## src/rtl/char_buffer_ctrl.sv

```systemverilog
// ============================================================================
// char_buffer_ctrl : character-cell line buffer with direct writes, cursor
// pushes, rotate-scroll and a multi-cycle clear sweep. Optional registered
// readback port enabled by CHAR_BUF_READBACK_EN.
// Revision: 1.0
// ============================================================================
`default_nettype none

module char_buffer_ctrl #(
  parameter int              NUM_CHARS = 64,
  parameter int              CHAR_W    = 8,
  parameter int              ADDR_W    = 6,
  parameter logic [CHAR_W-1:0] FILL_CHAR = 8'h00
) (
  input  logic                          clk,
  input  logic                          rst,
  input  logic                          i_we,
  input  logic [ADDR_W-1:0]             i_wr_addr,
  input  logic [CHAR_W-1:0]             i_din,
  input  logic                          i_push,
  input  logic                          i_clr,
  input  logic                          i_print_fin,
  input  logic                          i_scroll_en,
  output logic [NUM_CHARS*CHAR_W-1:0]   o_dout,
  output logic [ADDR_W-1:0]             o_cursor,
  output logic                          o_busy,
  output logic                          o_drop,
  input  logic [ADDR_W-1:0]             i_rd_addr,
  output logic [CHAR_W-1:0]             o_rd_data
);

  typedef enum logic [0:0] {
    ST_IDLE  = 1'b0,
    ST_CLEAR = 1'b1
  } state_t;

  localparam logic [ADDR_W-1:0] c_last = ADDR_W'(NUM_CHARS - 1);
  localparam logic [ADDR_W:0]   c_num  = (ADDR_W+1)'(NUM_CHARS);

  logic [CHAR_W-1:0] r_slot [NUM_CHARS];
  state_t            r_state;
  state_t            w_state_nxt;
  logic [ADDR_W-1:0] r_sweep;
  logic [ADDR_W-1:0] w_sweep_nxt;
  logic [ADDR_W-1:0] r_cursor;
  logic [ADDR_W-1:0] w_cursor_nxt;
  logic              r_drop;
  logic              w_drop_nxt;
  logic              w_do_rot;
  logic              w_do_we;
  logic              w_do_push;
  logic              w_do_clr;
  logic              w_rot_req;
  logic              w_addr_ok;

  assign w_rot_req = i_print_fin & i_scroll_en;
  assign w_addr_ok = ({1'b0, i_wr_addr} < c_num);
  assign w_do_clr  = (r_state == ST_CLEAR);

  always_ff @(posedge clk or posedge rst) begin
    if (rst) begin
      r_state  <= ST_IDLE;
      r_sweep  <= '0;
      r_cursor <= '0;
      r_drop   <= 1'b0;
    end else begin
      r_state  <= w_state_nxt;
      r_sweep  <= w_sweep_nxt;
      r_cursor <= w_cursor_nxt;
      r_drop   <= w_drop_nxt;
    end
  end

  // One request served per cycle; anything else asserted that cycle is dropped.
  always_comb begin
    w_state_nxt  = r_state;
    w_sweep_nxt  = r_sweep;
    w_cursor_nxt = r_cursor;
    w_drop_nxt   = 1'b0;
    w_do_rot     = 1'b0;
    w_do_we      = 1'b0;
    w_do_push    = 1'b0;
    case (r_state)
      ST_IDLE: begin
        if (i_clr) begin
          w_state_nxt = ST_CLEAR;
          w_sweep_nxt = '0;
          w_drop_nxt  = w_rot_req | i_we | i_push;
        end else if (w_rot_req) begin
          w_do_rot   = 1'b1;
          w_drop_nxt = i_we | i_push;
        end else if (i_we) begin
          w_do_we    = w_addr_ok;
          w_drop_nxt = ~w_addr_ok | i_push;
        end else if (i_push) begin
          w_do_push    = 1'b1;
          w_cursor_nxt = (r_cursor == c_last) ? '0 : r_cursor + 1'b1;
        end
      end
      ST_CLEAR: begin
        w_drop_nxt  = i_clr | w_rot_req | i_we | i_push;
        w_sweep_nxt = r_sweep + 1'b1;
        if (r_sweep == c_last) begin
          w_state_nxt  = ST_IDLE;
          w_cursor_nxt = '0;
        end
      end
      default: w_state_nxt = ST_IDLE;
    endcase
  end

  always_ff @(posedge clk or posedge rst) begin
    if (rst) begin
      for (int k = 0; k < NUM_CHARS; k++) r_slot[k] <= FILL_CHAR;
    end else begin
      for (int k = 0; k < NUM_CHARS; k++) begin
        if (w_do_rot)
          r_slot[k] <= r_slot[(k + 1) % NUM_CHARS];
        else if (w_do_clr && (r_sweep == ADDR_W'(k)))
          r_slot[k] <= FILL_CHAR;
        else if (w_do_we && (i_wr_addr == ADDR_W'(k)))
          r_slot[k] <= i_din;
        else if (w_do_push && (r_cursor == ADDR_W'(k)))
          r_slot[k] <= i_din;
      end
    end
  end

  // Slot 0 occupies the most significant character of the flat bus.
  generate
    for (genvar k = 0; k < NUM_CHARS; k++) begin : g_flat
      assign o_dout[(NUM_CHARS-k)*CHAR_W-1 -: CHAR_W] = r_slot[k];
    end
  endgenerate

  assign o_cursor = r_cursor;
  assign o_busy   = (r_state == ST_CLEAR);
  assign o_drop   = r_drop;

`ifdef CHAR_BUF_READBACK_EN
  logic [CHAR_W-1:0] w_rd_mux;
  logic [CHAR_W-1:0] r_rd_data;

  always_comb begin
    w_rd_mux = FILL_CHAR;
    for (int k = 0; k < NUM_CHARS; k++)
      if (i_rd_addr == ADDR_W'(k)) w_rd_mux = r_slot[k];
  end

  always_ff @(posedge clk or posedge rst) begin
    if (rst) r_rd_data <= '0;
    else     r_rd_data <= w_rd_mux;
  end

  assign o_rd_data = r_rd_data;
`else
  logic w_unused_rd;
  assign w_unused_rd = ^i_rd_addr;
  assign o_rd_data   = '0;
`endif

endmodule

`default_nettype wire

```

## config.mk

```make
export PLATFORM = sky130hd
export DESIGN_NAME = char_buffer_ctrl
export DESIGN_NICKNAME = d
export VERILOG_FILES = /design/src/rtl/char_buffer_ctrl.sv
export SDC_FILE = /design/constraint.sdc
export NUM_CORES = 1
export LEC_CHECK = 0
export BUFFER_PORTS_ARGS = -buffer_cell sky130_fd_sc_hd__buf_4
export CORE_ASPECT_RATIO = 0.8
export CORE_MARGIN = 4
export CORE_UTILIZATION = 51
export DETAILED_ROUTE_END_ITERATION = 16
export PLACE_DENSITY = 0.78
export SLEW_MARGIN = 25
export SYNTH_ARGS = -nofsm -noshare
export SYNTH_HDL_FRONTEND = slang
export SYNTH_SLANG_ARGS = --single-unit
```

## constraint.sdc

```tcl
create_clock -name clk -period 14 [get_ports clk]
set_clock_uncertainty 0.1 [all_clocks]
set_input_delay 0.7 -clock clk [delete_from_list [all_inputs] [get_ports clk]]
set_output_delay 0.7 -clock clk [all_outputs]
set_load 0.01 [all_outputs]
```

==> metrics <==
Syn Area/Cell=10.4 µm²; initial antenna violation count=2; slowest stage delay, CP=0.71 ns; drt wl/cell=27.8 µm; crit path time final=3.81 ns; cell taking the most area after synthesis=dfrtp_1; first-pass GRT wire length=157000 µm; Port Buf Inserts=540; Crit path max-delay family=buffers and inverters; IO Pins=555; Num CTS Buffers=53; actual slew at the worst max-slew pin=1.11 ns; largest net degree at the start of global routing=203; CTS Root Cell=clkbuf_16; Die X=268 µm; main flop type after synthesis=dfrtp_1; CTS Buffer Depth=3; Max VDD drop=0.000168 V; post-synthesis mux area share=20.8%; fin. max-slew vios=0; synth warn=0; # DRC=0; placer's final routability congestion estimate=0.991; Detail Route Antenna Nets=0; First-pass DRT Iterations=8; Post-synth EDFFs=0; CTS Sinks=526; Reg clk slew, reported paths=0.07 ns; most frequent cells after synthesis=nand2_1 (538), dfrtp_1 (526), o21ai_0 (524); Slew Limit Headroom=25.8%; RSZ-0062 raised after global routing=no; layout cell share with drive strength beyond 1=38.5%; Sum Neg Setup Slack=0 ns; largest family of logic cells by synthesized area=multiplexers; initial cell density of the core=52.1%; WP buf/inv=3; CTS tree=yes; slowest CP cell=buf_6; top cell type's share of synthesized area=47.7%; asr flop ratio synth=100%; post-synthesis adder-cell area fraction=0.363%; Final Setup Violations=0; std cell rows=75; status=completed; final global-route overflow total=0; placed cell area=31900 µm²; Worst EP required=14.39 ns; Hold Vio Cnt, Final=0; Leak=0.0148 µW; Post-Syn Area=27600 µm²; Crit. End Element=flip-flop; final HPWL from detailed placement=76900 µm; vias per inst=6.33; Post CTS Setup Buffer Count=0; Post-Synth Simple-Gate Area=12.7%; nets=3123; Clock Latency Late Sink=0.60 ns; H-tree depth=2; Placeable Area=52900 µm²; sequential area share after synthesis=47.7%; CP Launch Type=flip-flop; Synth cell types=66; crit-path max FO=202; Antenna diodes=0; Setup CP Type=reg -> reg; max cap viols=0; count leader, synth=nand2_1; routed vias=24200; crit-path cells=buf_4, nor4bb_4, buf_12, buf_6, a2111o_1, mux2_2; synth top area cells=dfrtp_1 (48%), mux2_2 (18%), o21ai_0 (9.5%); period utilisation layout=27.2%; XOR/XNOR share of the synthesized area=0.0318%; Fmax=262 MHz; #FFs+latches synth=526; P per Cell Area=219 nW/µm²; synth-to-layout area growth=22.8%; post-cts sizing count=0; vias in the first global route=23700; Compound-Gate Fraction of Synth Area=15.1%; CTS Hold Bufs=1; All-Layer GR Usage=35.6%; Finished Cell Area=33900 µm²; DRC marker count from the first detailed-route iteration=3101; die area=57900 µm²; Hold Crit Class=in -> reg; Cells after Synth=2641; Crit path arrival time=4.20 ns; Die Ht=216 µm; Routed WL=106000 µm
-- sequential cells by signal (all words and copies together), names as in the netlist --
register,cells
o_cursor,6
o_drop,1
r_sweep,6
o_busy,1
o_dout,512
-- power by group --
part	total [µW]	internal [µW]	switching, µW
registers	3030	2220	809
clock network	1520	896	623
logic	2870	1510	1360
-- cells by family (layout without fill, tap and decap cells) --
family | Yosys count | after routing
fa+ha+maj | 8 | 8
flops | 526 | 526
compound gates | 629 | 629
buf+inv | 195 | 677
xor+xnor | 1 | 1
simple gates | 777 | 777
other cells | 1 | 8
mux | 504 | 504
-- layout by cell type, fill, tap and decap left out, drive strengths merged, types with 3 or more instances in the layout --
cell | netlist | layout
a2111o | 10 | 10
a2111oi | 32 | 32
a211o | 3 | 3
a211oi | 4 | 4
a21oi | 11 | 11
a31oi | 5 | 5
and2 | 5 | 5
and3 | 12 | 12
buf | 102 | 570
bufinv | 0 | 7
clkbuf | 84 | 76
clkinv | 0 | 10
clkinvlp | 0 | 5
conb | 1 | 8
dfrtp | 526 | 526
ha | 8 | 8
inv | 9 | 8
mux2 | 504 | 504
nand2 | 540 | 540
nand2b | 4 | 4
nand3 | 16 | 16
nand3b | 6 | 6
nand4 | 10 | 10
nand4b | 12 | 12
nand4bb | 7 | 7
nor2 | 70 | 70
nor3 | 43 | 43
nor3b | 9 | 9
nor4b | 7 | 7
nor4bb | 7 | 7
o2111ai | 6 | 6
o211ai | 22 | 22
o21ai | 524 | 524
o31ai | 3 | 3
or2 | 9 | 9
or3b | 4 | 4
or4bb | 4 | 4
-- through the flow --
stage | hold slack, ns | total power, µW | setup WS, ns | util [%] | cells
floorplan | 0.444 | 4070 | 6.05 | - | 2648
global placement | 0.403 | 5770 | 9.91 | 60.3 | 3722
detailed placement | 0.408 | 5870 | 9.81 | 60.3 | 3722
CTS | 0.242 | 7400 | 9.89 | 63.9 | 3820
global route | 0.277 | 7720 | 10.08 | 64.0 | 3823
finish | 0.259 | 7420 | 10.19 | 64.0 | 3823
-- layout make-up --
class | instances | area [µm²]
fillers | 4190 | 19000
multi-input cells | 1927 | 13600
flip-flops and latches | 526 | 13200
repair buffers | 571 | 4390
clock buffers | 76 | 1540
well taps | 693 | 867
clock inverters | 21 | 305
inverters | 9 | 37.5
-- final timing paths --
| kind | from | endpoint | slack, ns | cells past startpoint |
|---|---|---|---|---|
| min in group asynchronous | rst | o_dout[222]$_DFFE_PP0P_ | 0.57 | 3 |
| min reg2reg | o_dout[369]$_DFFE_PP0P_ | o_dout[369]$_DFFE_PP0P_ | 0.42 | 1 |
| min | i_clr | r_sweep[1]$_DFFE_PP0P_ | 0.26 | 2 |
| max | o_busy$_DFF_PP0_ | o_dout[239]$_DFFE_PP0P_ | 10.19 | 6 |
| max reg2reg | o_busy$_DFF_PP0_ | o_dout[239]$_DFFE_PP0P_ | 10.19 | 6 |
| max in group asynchronous | rst | o_dout[402]$_DFFE_PP0P_ | 10.49 | 7 |
-- per-layer routing --
| metal | routed length [µm] | global-route usage [%] | up-vias |
|---|---|---|---|
| met5 | 0 | 0 | - |
| met4 | 4960 | 13.5 | 0 |
| met3 | 11400 | 7.72 | 268 |
| met2 | 48000 | 54.9 | 1462 |
| met1 | 42000 | 49.7 | 12200 |
| li1 | - | - | 10300 |
-- worst register-to-register path, cell delays in order, from the launching register on --
cell and delay (ns):
dfrtp_1 0.36, buf_4 0.24, nor4bb_4 0.41, buf_12 0.69
buf_6 0.84, a2111o_1 0.65, mux2_2 0.42
No activity file was read; power rests on OpenSTA's default activity.
